$ cat src/rtl/sdram_cmd_arbiter.sv
// rtl/sdram_cmd_arbiter.sv - fixed-priority SDRAM command-bus arbiter with NOP/LMR/tMRD ownership switch
// Optional feature macro: ARB_LMR_SKIP_EN (skip LMR and settle when old and new mode words match)
module sdram_cmd_arbiter #(
    parameter int NUM_MASTERS    = 3,
    parameter int ADDR_W         = 12,
    parameter int BA_W           = 2,
    parameter int CS_W           = 2,
    parameter int DQM_W          = 2,
    parameter int RESET_MASTER   = 0,
    parameter int DEFAULT_MASTER = NUM_MASTERS - 1,
    parameter int NOP_CYCLES     = 1,
    parameter int TMRD           = 2,
    parameter logic [NUM_MASTERS*ADDR_W-1:0] MODE_WORDS = {NUM_MASTERS{ADDR_W'(12'h030)}}
) (
    input  logic                          clk_i,
    input  logic                          reset_i,
    input  logic [NUM_MASTERS-1:0]        req_i,
    output logic [NUM_MASTERS-1:0]        grant_o,
    output logic                          busy_o,
    input  logic [NUM_MASTERS*ADDR_W-1:0] sa_m_i,
    input  logic [NUM_MASTERS*BA_W-1:0]   ba_m_i,
    input  logic [NUM_MASTERS*CS_W-1:0]   cs_n_m_i,
    input  logic [NUM_MASTERS-1:0]        cke_m_i,
    input  logic [NUM_MASTERS-1:0]        ras_n_m_i,
    input  logic [NUM_MASTERS-1:0]        cas_n_m_i,
    input  logic [NUM_MASTERS-1:0]        we_n_m_i,
    input  logic [NUM_MASTERS*DQM_W-1:0]  dqm_m_i,
    output logic [ADDR_W-1:0]             sa_o,
    output logic [BA_W-1:0]               ba_o,
    output logic [CS_W-1:0]               cs_n_o,
    output logic                          cke_o,
    output logic                          ras_n_o,
    output logic                          cas_n_o,
    output logic                          we_n_o,
    output logic [DQM_W-1:0]              dqm_o
);

    localparam int OW   = (NUM_MASTERS > 1) ? $clog2(NUM_MASTERS) : 1;
    localparam int CMAX = (NOP_CYCLES > TMRD) ? NOP_CYCLES : TMRD;
    localparam int CW   = (CMAX > 1) ? $clog2(CMAX) : 1;

    localparam logic [OW-1:0] RST_OWNER = OW'(RESET_MASTER);
    localparam logic [OW-1:0] DEF_OWNER = OW'(DEFAULT_MASTER);
    localparam logic [CW-1:0] NOP_LOAD  = CW'(NOP_CYCLES - 1);
    localparam logic [CW-1:0] TMRD_LOAD = CW'(TMRD - 1);

    if (RESET_MASTER < 0 || RESET_MASTER >= NUM_MASTERS) begin : g_bad_reset_master
        $error("RESET_MASTER out of range");
    end
    if (DEFAULT_MASTER < 0 || DEFAULT_MASTER >= NUM_MASTERS) begin : g_bad_default_master
        $error("DEFAULT_MASTER out of range");
    end
    if (NOP_CYCLES < 1 || TMRD < 1) begin : g_bad_timing
        $error("NOP_CYCLES and TMRD must be at least 1");
    end

    typedef enum logic [1:0] {S_OWN, S_DRAIN, S_LMR, S_SETTLE} state_t;

    state_t                 state_q, state_d;
    logic [OW-1:0]          owner_q, owner_d;
    logic [OW-1:0]          target_q, target_d;
    logic [CW-1:0]          cnt_q, cnt_d;
    logic [NUM_MASTERS-1:0] grant_q, grant_d;
    logic                   busy_q, busy_d;
    logic [OW-1:0]          req_target;
    logic [ADDR_W-1:0]      mode_target;

    assign mode_target = MODE_WORDS[target_q*ADDR_W +: ADDR_W];

`ifdef ARB_LMR_SKIP_EN
    logic [ADDR_W-1:0] mode_owner;
    assign mode_owner = MODE_WORDS[owner_q*ADDR_W +: ADDR_W];
`endif

    // Priority pick: lowest-index requester wins, idle bus falls back to the default master
    always_comb begin
        req_target = DEF_OWNER;
        for (int m = NUM_MASTERS - 1; m >= 0; m--) begin
            if (req_i[m]) req_target = OW'(m);
        end
    end

    // Arbiter state, owner/target registers, switch counter and registered grant/busy
    always_ff @(posedge clk_i) begin
        if (reset_i) begin
            state_q  <= S_OWN;
            owner_q  <= RST_OWNER;
            target_q <= RST_OWNER;
            cnt_q    <= '0;
            grant_q  <= NUM_MASTERS'(1) << RESET_MASTER;
            busy_q   <= 1'b0;
        end else begin
            state_q  <= state_d;
            owner_q  <= owner_d;
            target_q <= target_d;
            cnt_q    <= cnt_d;
            grant_q  <= grant_d;
            busy_q   <= busy_d;
        end
    end

    // Next-state: requests are only looked at while owned; a switch runs to completion
    always_comb begin
        state_d  = state_q;
        owner_d  = owner_q;
        target_d = target_q;
        cnt_d    = cnt_q;
        case (state_q)
            S_OWN: begin
                if (req_target != owner_q) begin
                    target_d = req_target;
                    cnt_d    = NOP_LOAD;
                    state_d  = S_DRAIN;
                end
            end
            S_DRAIN: begin
                if (cnt_q != '0) begin
                    cnt_d = cnt_q - 1'b1;
                end else begin
`ifdef ARB_LMR_SKIP_EN
                    if (mode_target == mode_owner) begin
                        owner_d = target_q;
                        state_d = S_OWN;
                    end else begin
                        state_d = S_LMR;
                    end
`else
                    state_d = S_LMR;
`endif
                end
            end
            S_LMR: begin
                cnt_d   = TMRD_LOAD;
                state_d = S_SETTLE;
            end
            S_SETTLE: begin
                if (cnt_q != '0) begin
                    cnt_d = cnt_q - 1'b1;
                end else begin
                    owner_d = target_q;
                    state_d = S_OWN;
                end
            end
            default: state_d = S_OWN;
        endcase
        grant_d = '0;
        if (state_d == S_OWN) grant_d[owner_d] = 1'b1;
        busy_d = (state_d != S_OWN);
    end

    // Pin mux: owner's slice when owned, NOP while draining/settling, LMR with the incoming mode word
    always_comb begin
        sa_o    = '0;
        ba_o    = '0;
        cs_n_o  = '0;
        cke_o   = 1'b1;
        ras_n_o = 1'b1;
        cas_n_o = 1'b1;
        we_n_o  = 1'b1;
        dqm_o   = '1;
        case (state_q)
            S_OWN: begin
                sa_o    = sa_m_i[owner_q*ADDR_W +: ADDR_W];
                ba_o    = ba_m_i[owner_q*BA_W +: BA_W];
                cs_n_o  = cs_n_m_i[owner_q*CS_W +: CS_W];
                cke_o   = cke_m_i[owner_q];
                ras_n_o = ras_n_m_i[owner_q];
                cas_n_o = cas_n_m_i[owner_q];
                we_n_o  = we_n_m_i[owner_q];
                dqm_o   = dqm_m_i[owner_q*DQM_W +: DQM_W];
            end
            S_LMR: begin
                sa_o    = mode_target;
                ras_n_o = 1'b0;
                cas_n_o = 1'b0;
                we_n_o  = 1'b0;
            end
            default: ;
        endcase
    end

    assign grant_o = grant_q;
    assign busy_o  = busy_q;

endmodule

$ cat config.mk
export PLATFORM = sky130hd
export DESIGN_NAME = sdram_cmd_arbiter
export DESIGN_NICKNAME = d
export VERILOG_FILES = /design/src/rtl/sdram_cmd_arbiter.sv
export SDC_FILE = /design/constraint.sdc
export NUM_CORES = 1
export LEC_CHECK = 0
export BUFFER_PORTS_ARGS = -buffer_cell sky130_fd_sc_hd__buf_2
export CAP_MARGIN = 20
export CORE_MARGIN = 3
export CORE_UTILIZATION = 29
export DETAILED_ROUTE_END_ITERATION = 8
export MAX_ROUTING_LAYER = met4
export PLACE_DENSITY = 0.71
export SETUP_SLACK_MARGIN = 0.1
export SYNTH_ARGS = -nofsm -noshare
export SYNTH_HDL_FRONTEND = slang
export SYNTH_SLANG_ARGS = --single-unit
$ cat constraint.sdc
create_clock -name clk_i -period 1.97 [get_ports clk_i]
set_clock_uncertainty 0.1 [all_clocks]
set_input_delay 0.2955 -clock clk_i [delete_from_list [all_inputs] [get_ports clk_i]]
set_output_delay 0.2955 -clock clk_i [all_outputs]
set_load 0.03 [all_outputs]
* Word level (Yosys, flattened, before mapping)
Cells that the tools add are included.
** Storage, ports and cells
- Bits in registers :: 11
- Input port bits :: 71
- Output and inout port bits :: 26
** Cells by class
- Add/subtract/negate cells :: 1
- Multiply operators :: 2
- $lt $le $gt $ge :: 3
- Eq/ne operators :: 5
- Shift operators :: 5
- Mux-type cells :: 30
- Bitwise operators :: 1
- Reduce and logical (&&, ||, !) cells :: 7
** Operators with widths (number)
- 36-bit by 7-bit indexed part select with 12-bit output :: 1
- 36-bit by 7-bit indexed part select with 12-bit output, first input constant :: 1
- 12-bit one-hot mux with 2 select lines :: 1
- 2-bit two-way mux :: 10
- 6-bit by 4-bit indexed part select with 2-bit output :: 3
- 1-bit two-way mux :: 9
- 1-bit binary-select mux with 2-bit select :: 4
- 2-bit by 2-bit multiplier with 4-bit output, second input constant :: 2
- 2-bit one-hot mux with 4 select lines :: 1
- 2-bit by 3-bit < comparator with 1-bit output, second input constant :: 2
- 1-bit one-hot mux with 2 select lines :: 3
- 2-bit equality test, second input constant :: 2
- 2-bit logical NOT :: 2
- 2-bit OR reduction :: 2
- 1-bit one-hot mux with 3 select lines :: 1
- 1-bit demux with 2-bit select :: 1
- 2-bit by 1-bit equality test with 1-bit output, second input constant :: 1
- 2-bit by 1-bit greater-or-equal comparator with 1-bit output, second input constant :: 1
- 2-bit != test :: 1
- 2-bit != test, second input constant :: 1
- 2-bit AND reduction :: 1
- 2-bit nonzero test :: 1
- 1-bit logical AND :: 1
- 1-bit NOT :: 1
- 1-bit subtractor, second input constant :: 1

* Logic depth before layout (Yosys ltp)
Gate-level depths: netlist (run 1).
- Word-level depth :: 8
- Depth in mapped cells :: 6

* Worst setup path after synthesis (run 1)
No wires, ideal clock.
- Path type :: register to output
- Start point :: register owner_q[0]
- End point :: output sa_o[4]
- Data arrival time :: 1.546 ns
- Setup slack :: 0.028 ns
- Stages on the path, launching flop included :: 5
- Buffers on the path :: 1
- Cell sequence :: dfxtp_1 buf_2 nor2b_1 a211oi_1 a311oi_1
** On the way
- Cells in the longest elaborated chain, start to end :: 3
** RTL lines
- start, declared :: line 60 : logic [OW-1:0] owner_q, owner_d;
- start signal, assigned :: line 94 : owner_q <= owner_d;
- 2-bit by 2-bit multiplier with 4-bit output :: line 163 : sa_o = sa_m_i[owner_q*ADDR_W +: ADDR_W];
- 36-bit by 7-bit indexed part select with 12-bit output :: line 163
- 12-bit one-hot mux with 2 select lines :: line 161 : case (state_q)
- end, declared :: line 28 : output logic [ADDR_W-1:0] sa_o,
No other way between the ends.

* Final worst setup path (run 1)
- Start point :: register owner_q[1]
- End point :: output sa_o[4]
Same word-level chain as after synthesis.

==> reports/qor.tcl, run 1 <==
set qor(status) {complete, no violations}
set qor(syn-mean-instance-area_um2) 7.29
set qor(yosysSeqAreaShare_pct) 21.7
set qor(critical-path-top-delay-family) {flip-flops}
set qor(grt_max_degree) 14
set qor(detail_route.first_pass.iterations) 4
set qor(layout_worst_path_cycle_share_pct) 95.7
set qor(worstSetupEndpointType) {output pin}
set qor(start_util_pct) 31.6
set qor(finalNonFillerCells) 285
set qor(reg2regPathDepth) 6
set qor(vdd_drop_max_mv) 0.283
set qor(finalCriticalPeriod_ns) 1.89
set qor(holdCritPathClass) {primary input to flop}
set qor(setup_violations) 0
set qor(wire_length_of_the_first_global_routing_pass_um) 5560
set qor(setup_ws_ns) 0.0841
set qor(crit_cells) 6
set qor(cp.arrival_ns) 1.49
set qor(groute.usage.overall_pct) 16.8
set qor(critical_path_class) {flop to output pin}
set qor(power_density_mw_per_mm2) 580
set qor(highest_fanout_seen_on_the_critical_path) 6
set qor(finish.net_count) 313
set qor(chipHeight_um) 65.1
set qor(most_common_library_cell_in_the_layout_ignoring_fill_and_taps) {buf_2}
set qor(cts.reportedPaths.clkPinSlew_ns) 0.08
set qor(critical_path.cell_chain) {buf_12 -> mux2i_1 -> nor2_1 -> a211oi_1 -> a311oi_1 -> buf_4}
set qor(fmax_achieved_ghz) 0.530
set qor(route.antenna.remaining_nets) 0
set qor(regToRegSetupSlack_ns) 0.20
set qor(clk_latency_ns) 0.28
set qor(syn_nets) 210
set qor(required_ns) 1.57
set qor(internal-power_w) 0.000570
set qor(yosys.cell_types.count) 25
set qor(die-area_mm2) 0.00424
set qor(clock_tree.root_cell) {clkbuf_4}
set qor(comb_power_share_pct) 60.3
set qor(switching_power_of_the_nets_w) 0.000459
set qor(pwr-share-seq_pct) 24.3
set qor(crit_buf_inv) 2
set qor(detailedPlacementHpwl_um) 2720
set qor(power_frac_clock_pct) 15.4
set qor(seq_area_um2) 228
set qor(drt_first_iter_violations) 16
set qor(cts-buffers-inserted) 3
set qor(via_count_of_the_first_global_routing_pass) 1321
set qor(ys.warnings.count) 0
set qor(ffs_latches_synth) 11
set qor(place_worst_setup_slack_ns) 0.186
set qor(critPathSlowestCell) {dfxtp_4}
set qor(die_width_um) 65.1
set qor(drv_cap) 0
set qor(finish.instance_area_mm2) 0.00178
set qor(timing_worst_slew_pin_value_ns) 0.447
set qor(hold_violations) 0
set qor(clock_tree.buffer_depth) 2
set qor(final_cell_mix) {83 x buf_2, 41 x nor2_1, 25 x mux2i_1}
set qor(design.core.area_mm2) 0.00320
set qor(synthCells) 139
set qor(detail_route.wirelength_um) 3570
set qor(fill_cell_total_of_the_finished_layout) 340
set qor(area.growth.synth_to_final_pct) 75.2
set qor(rsz0062_at_grt) {yes}
set qor(cell_area_reported_after_detailed_placement_mm2) 0.00160
set qor(p_sw_share_pct) 44.6
set qor(routed_wirelength_normalized_by_instance_count_um) 12.5
set qor(io_pins) 97
set qor(detail_route.drc_violations) 0
set qor(vias) 1373
set qor(routabilityCongestion) 0.720
set qor(grt_antenna_before_repair) 0
set qor(leakagePower_nw) 0.861
set qor(setup_tns_ns) 0
set qor(dp_cells) 276
set qor(timing.max_slew.rel_slack_pct) 69.8
set qor(overflow) 0
set qor(htreeDepth) 1
set qor(tritoncts) {yes}
set qor(report.final.slew_viol_count) 0
set qor(hold_buffers) 0
set qor(multi_input_area_um2) 752
set qor(syn-cell-area_mm2) 0.00101
set qor(worstSetupStartpointType) {flop}
set qor(min_path_cells) 2
set qor(route.detailed.vias_per_inst) 4.82
set qor(cts.sinks) 11
set qor(drive_above_1_share_pct) 52.7
set qor(max_stage_delay_ns) 0.37
set qor(num_rows) 20
set qor(antennaDiodeCount) 0
set qor(number_of_input_and_output_port_buffers_inserted) 95
-- cell usage after synthesis --
cell | instances | area, um^2
nor2_1 | 41 | 154
mux2i_1 | 26 | 260
a21oi_1 | 21 | 105
dfxtp_1 | 11 | 220
buf_2 | 4 | 20.0
clkbuf_1 | 4 | 15.0
a211oi_1 | 3 | 22.5
buf_1 | 3 | 11.3
nor2b_1 | 3 | 18.8
o21ai_0 | 3 | 15.0
o21bai_1 | 3 | 22.5
a311oi_1 | 2 | 17.5
and3_1 | 2 | 12.5
buf_6 | 2 | 22.5
a2bb2oi_2 | 1 | 15.0
a31o_2 | 1 | 8.76
nand3b_1 | 1 | 7.51
nor3_1 | 1 | 5.00
nor3b_1 | 1 | 7.51
nor4_2 | 1 | 12.5
nor4b_1 | 1 | 8.76
nor4bb_1 | 1 | 10.0
or2_0 | 1 | 6.26
or3_1 | 1 | 6.26
xnor2_1 | 1 | 8.76
-- sequential cells by signal, indices dropped and copies added (netlist names) --
| register | count |
|---|---|
| grant_o | 3 |
| owner_q | 2 |
| state_q | 2 |
| target_q | 2 |
| busy_o | 1 |
| cnt_q | 1 |
-- power groups by stage --
stage          clock network [W]  registers [W]  logic [W]
6_report                0.000159       0.000250   0.000620
5_1_grt                 0.000175       0.000252   0.000668
4_1_cts                 0.000165       0.000250   0.000600
3_5_place_dp                   0       0.000257   0.000581
3_3_place_gp                   0       0.000255   0.000575
2_1_floorplan                  0       0.000270   0.000370
-- logic make-up after synthesis --
group	share of synthesized area [%]
muxes	25.7
xor gates and xnor gates	0.864
DFF	21.7
buffers and inverters	6.79
AOI/OAI and AO/OA	20.4
and+or+nand+nor	24.6
-- final timing paths --
kind / endpoint / startpoint
setup / recovery: sa_o[4] / owner_q[1]$_SDFF_PP0_
hold / removal: state_q[1]$_SDFF_PP0_ / reset_i
setup reg to reg: grant_o[0]$_SDFF_PP1_ / owner_q[1]$_SDFF_PP0_
hold reg to reg: cnt_q$_SDFFE_PP0P_ / cnt_q$_SDFFE_PP0P_
-- repair_timing --
action                                  in CTS  in global routing
endpoints found under the setup margin      22                 24
cloned                                       0                  1
hold endpoints to repair                     0                  0
gates resized for setup                     12                 22
buffers inserted                             4                  0
pin swaps                                    1                  3
-- cell type report --
class | instances | area share [%]
multi-input cells | 115 | 42.4
clock inverters | 1 | 0.282
well taps | 44 | 3.10
repair buffers | 111 | 40.2
flip-flops and latches | 11 | 12.8
clock buffers | 3 | 1.27
-- per-stage QoR --
stage	utilization [%]	total power, W	hold WS [ns]
2_1_floorplan	-	0.000641	0.399
3_3_place_gp	49.8	0.000829	0.416
3_5_place_dp	49.8	0.000838	0.448
4_1_cts	53.2	0.00102	0.197
5_1_grt	55.4	0.00110	0.196
6_report	55.4	0.00103	0.200
-- worst register-to-register path, cell delays in order, from the launching register on --
cell,delay [ns]
dfxtp_4,0.38
buf_6,0.12
buf_12,0.12
nor4b_1,0.39
or3_1,0.24
a2bb2oi_2,0.20
a31o_2,0.17
-- per-layer routing --
metal	GRT usage [%]	up-vias	wire length, um
met1	17.5	604	1350
met2	31.0	68	1840
met5	-	-	0
li1	-	697	-
met3	3.93	4	345
met4	5.44	0	36
Power figures use the tool's default switching activity.
==> run 2: changes to the inputs <==
--- a/config.mk
+++ b/config.mk
@@ -12,7 +12,6 @@
 export DETAILED_ROUTE_END_ITERATION = 8
 export MAX_ROUTING_LAYER = met4
 export PLACE_DENSITY = 0.71
-export SETUP_SLACK_MARGIN = 0.1
 export SYNTH_ARGS = -nofsm -noshare
 export SYNTH_HDL_FRONTEND = slang
 export SYNTH_SLANG_ARGS = --single-unit
==> reports/qor.tcl, run 2 (same netlist as run 1, synthesis figures left out) <==
set qor(status) {complete, no violations}
set qor(overflow) 0
set qor(most_common_library_cell_in_the_layout_ignoring_fill_and_taps) {buf_2}
set qor(required_ns) 1.57
set qor(timing.rr.end) {grant_o[0]$_SDFF_PP1_}
set qor(timing.hold.ws_ns) 0.203
set qor(drt_first_iter_violations) 55
set qor(routabilityCongestion) 0.697
set qor(max_stage_delay_ns) 0.37
set qor(design.core.area_mm2) 0.00320
set qor(tritoncts) {yes}
set qor(route.detailed.vias_per_inst) 4.69
set qor(layout.core_utilization_pct) 51.5
set qor(grt_antenna_before_repair) 0
set qor(io_pins) 97
set qor(chipHeight_um) 65.1
set qor(antennaDiodeCount) 0
set qor(routed_wirelength_normalized_by_instance_count_um) 11.8
set qor(htreeDepth) 1
set qor(finalCriticalPeriod_ns) 1.91
set qor(detail_route.first_pass.iterations) 4
set qor(start_util_pct) 31.6
set qor(layout_worst_path_cycle_share_pct) 96.8
set qor(worst_path_most_repeated_cell) {buf_4}
set qor(drv_cap) 0
set qor(holdCritPathClass) {primary input to flop}
set qor(leakagePower_nw) 0.824
set qor(die-area_mm2) 0.00424
set qor(setup_violations) 0
set qor(fill_cell_total_of_the_finished_layout) 334
set qor(min_path_cells) 2
set qor(vias) 1322
set qor(cts.sinks) 11
set qor(power_density_mw_per_mm2) 597
set qor(timing_worst_slew_pin_value_ns) 0.424
set qor(groute.usage.overall_pct) 15.4
set qor(vdd_drop_max_mv) 0.267
set qor(cts.reportedPaths.clkPinSlew_ns) 0.08
set qor(hold_path_end) {state_q[1]$_SDFF_PP0_}
set qor(timing.rr.start) {owner_q[1]$_SDFF_PP0_}
set qor(drive_above_1_share_pct) 50.8
set qor(route.antenna.remaining_nets) 0
set qor(reg2regPathDepth) 6
set qor(report.final.slew_viol_count) 0
set qor(clock_tree.buffer_depth) 2
set qor(cts-buffers-inserted) 3
set qor(worst_hold_startpoint) {reset_i}
set qor(clk_latency_ns) 0.27
set qor(clock_tree.root_cell) {clkbuf_4}
set qor(hold_violations) 0
set qor(detail_route.wirelength_um) 3330
set qor(detailedPlacementHpwl_um) 2700
set qor(dp_cells) 277
set qor(largest_reg_flops) 3
set qor(timing.max_slew.rel_slack_pct) 71.3
set qor(finish.net_count) 310
set qor(finalNonFillerCells) 282
set qor(worstSetupStartpointType) {flop}
set qor(cp.arrival_ns) 1.51
set qor(fmax_achieved_ghz) 0.524
set qor(die_width_um) 65.1
set qor(seq_area_um2) 224
set qor(multi_input_area_um2) 743
set qor(worstSetupEndpointType) {output pin}
set qor(area.growth.synth_to_final_pct) 62.8
set qor(num_rows) 20
set qor(number_of_input_and_output_port_buffers_inserted) 95
set qor(wire_length_of_the_first_global_routing_pass_um) 5170
set qor(final_cell_mix) {92 x buf_2, 41 x nor2_1, 24 x mux2i_1}
set qor(via_count_of_the_first_global_routing_pass) 1246
set qor(regToRegSetupSlack_ns) 0.21
set qor(highest_fanout_seen_on_the_critical_path) 8
set qor(critical_path_class) {flop to output pin}
set qor(critical_path.cell_chain) {nor2b_1 -> buf_4 -> a211oi_1 -> a311oi_1 -> buf_4}
set qor(critPathSlowestCell) {dfxtp_1}
set qor(detail_route.drc_violations) 0
set qor(grt_max_degree) 15
==> run 2: cell types whose count changed in the layout (fill, tap and decap cells not counted), moves of 3 or more <==
cell	before	now
buf_4	20	13
buf_12	5	1
o21ai_1	3	0
o21ai_0	0	3
buf_2	83	92
==> run 2: critical path: cells and delay by family, from the launching register on <==
family	cells	cell delay, ns
buffers and inverters	2	0.40
and+or+nand+nor	1	0.18
AOI/OAI and AO/OA	2	0.31
DFF	1	0.37
==> run 2: what timing repair did <==
item                                    CTS  global route
setup buffers                             1             0
endpoints found under the setup margin   13             8
hold buffers                              0             0
resized for setup                         4            10
==> run 2: cell type report <==
type | count | area share (%)
Tap cell | 44 | 3.34
Timing Repair Buffer | 108 | 36.4
Multi-Input combinational cell | 115 | 45.0
Clock inverter | 1 | 0.303
Sequential cell | 11 | 13.6
Clock buffer | 3 | 1.36
==> run 2: layer usage <==
metal	GRT usage, %	up-vias	part of all wire [%]	routed length [um]
li1	-	690	-	-
met1	16.9	571	42	1410
met2	28.4	59	49	1620
met3	2.56	2	8.1	270
met4	4.66	0	0.75	25
met5	-	-	0	0
==> run 2: worst max path at each step <==
stage | cells after the start | startpoint | slack (ns) | end
after floorplan | 4 | owner_q[0]$_SDFF_PP0_ | 0.03 | sa_o[4]
after global placement | 5 | state_q[1]$_SDFF_PP0_ | 0.19 | dqm_o[1]
after detailed placement | 5 | state_q[1]$_SDFF_PP0_ | 0.21 | dqm_o[1]
after CTS | 6 | owner_q[1]$_SDFF_PP0_ | 0.03 | sa_o[4]
after global routing | 5 | owner_q[0]$_SDFF_PP0_ | -0.02 | sa_o[5]
final | 5 | owner_q[0]$_SDFF_PP0_ | 0.06 | sa_o[5]
==> run 2: where the power goes <==
group	leakage, nW	total [W]	switching (W)	internal [W]
logic	0.715	0.000583	0.000356	0.000227
registers	0.0908	0.000250	0.00000922	0.000240
clock network	0.0177	0.000153	0.0000777	0.0000750
total	0.824	0.000985	0.000443	0.000542
==> run 2: stage by stage <==
| stage | cell area [um^2] | setup TNS [ns] | total power (W) | worst slack (ns) |
|---|---|---|---|---|
| detailed placement | 1570 | 0 | 0.000824 | 0.210 |
| CTS | 1620 | 0 | 0.000977 | 0.0283 |
| floorplan | 1010 | 0 | 0.000639 | 0.0283 |
| global route | 1650 | -0.0190 | 0.00105 | -0.0190 |
| global placement | 1570 | 0 | 0.000819 | 0.194 |
| finish | 1650 | 0 | 0.000985 | 0.0630 |
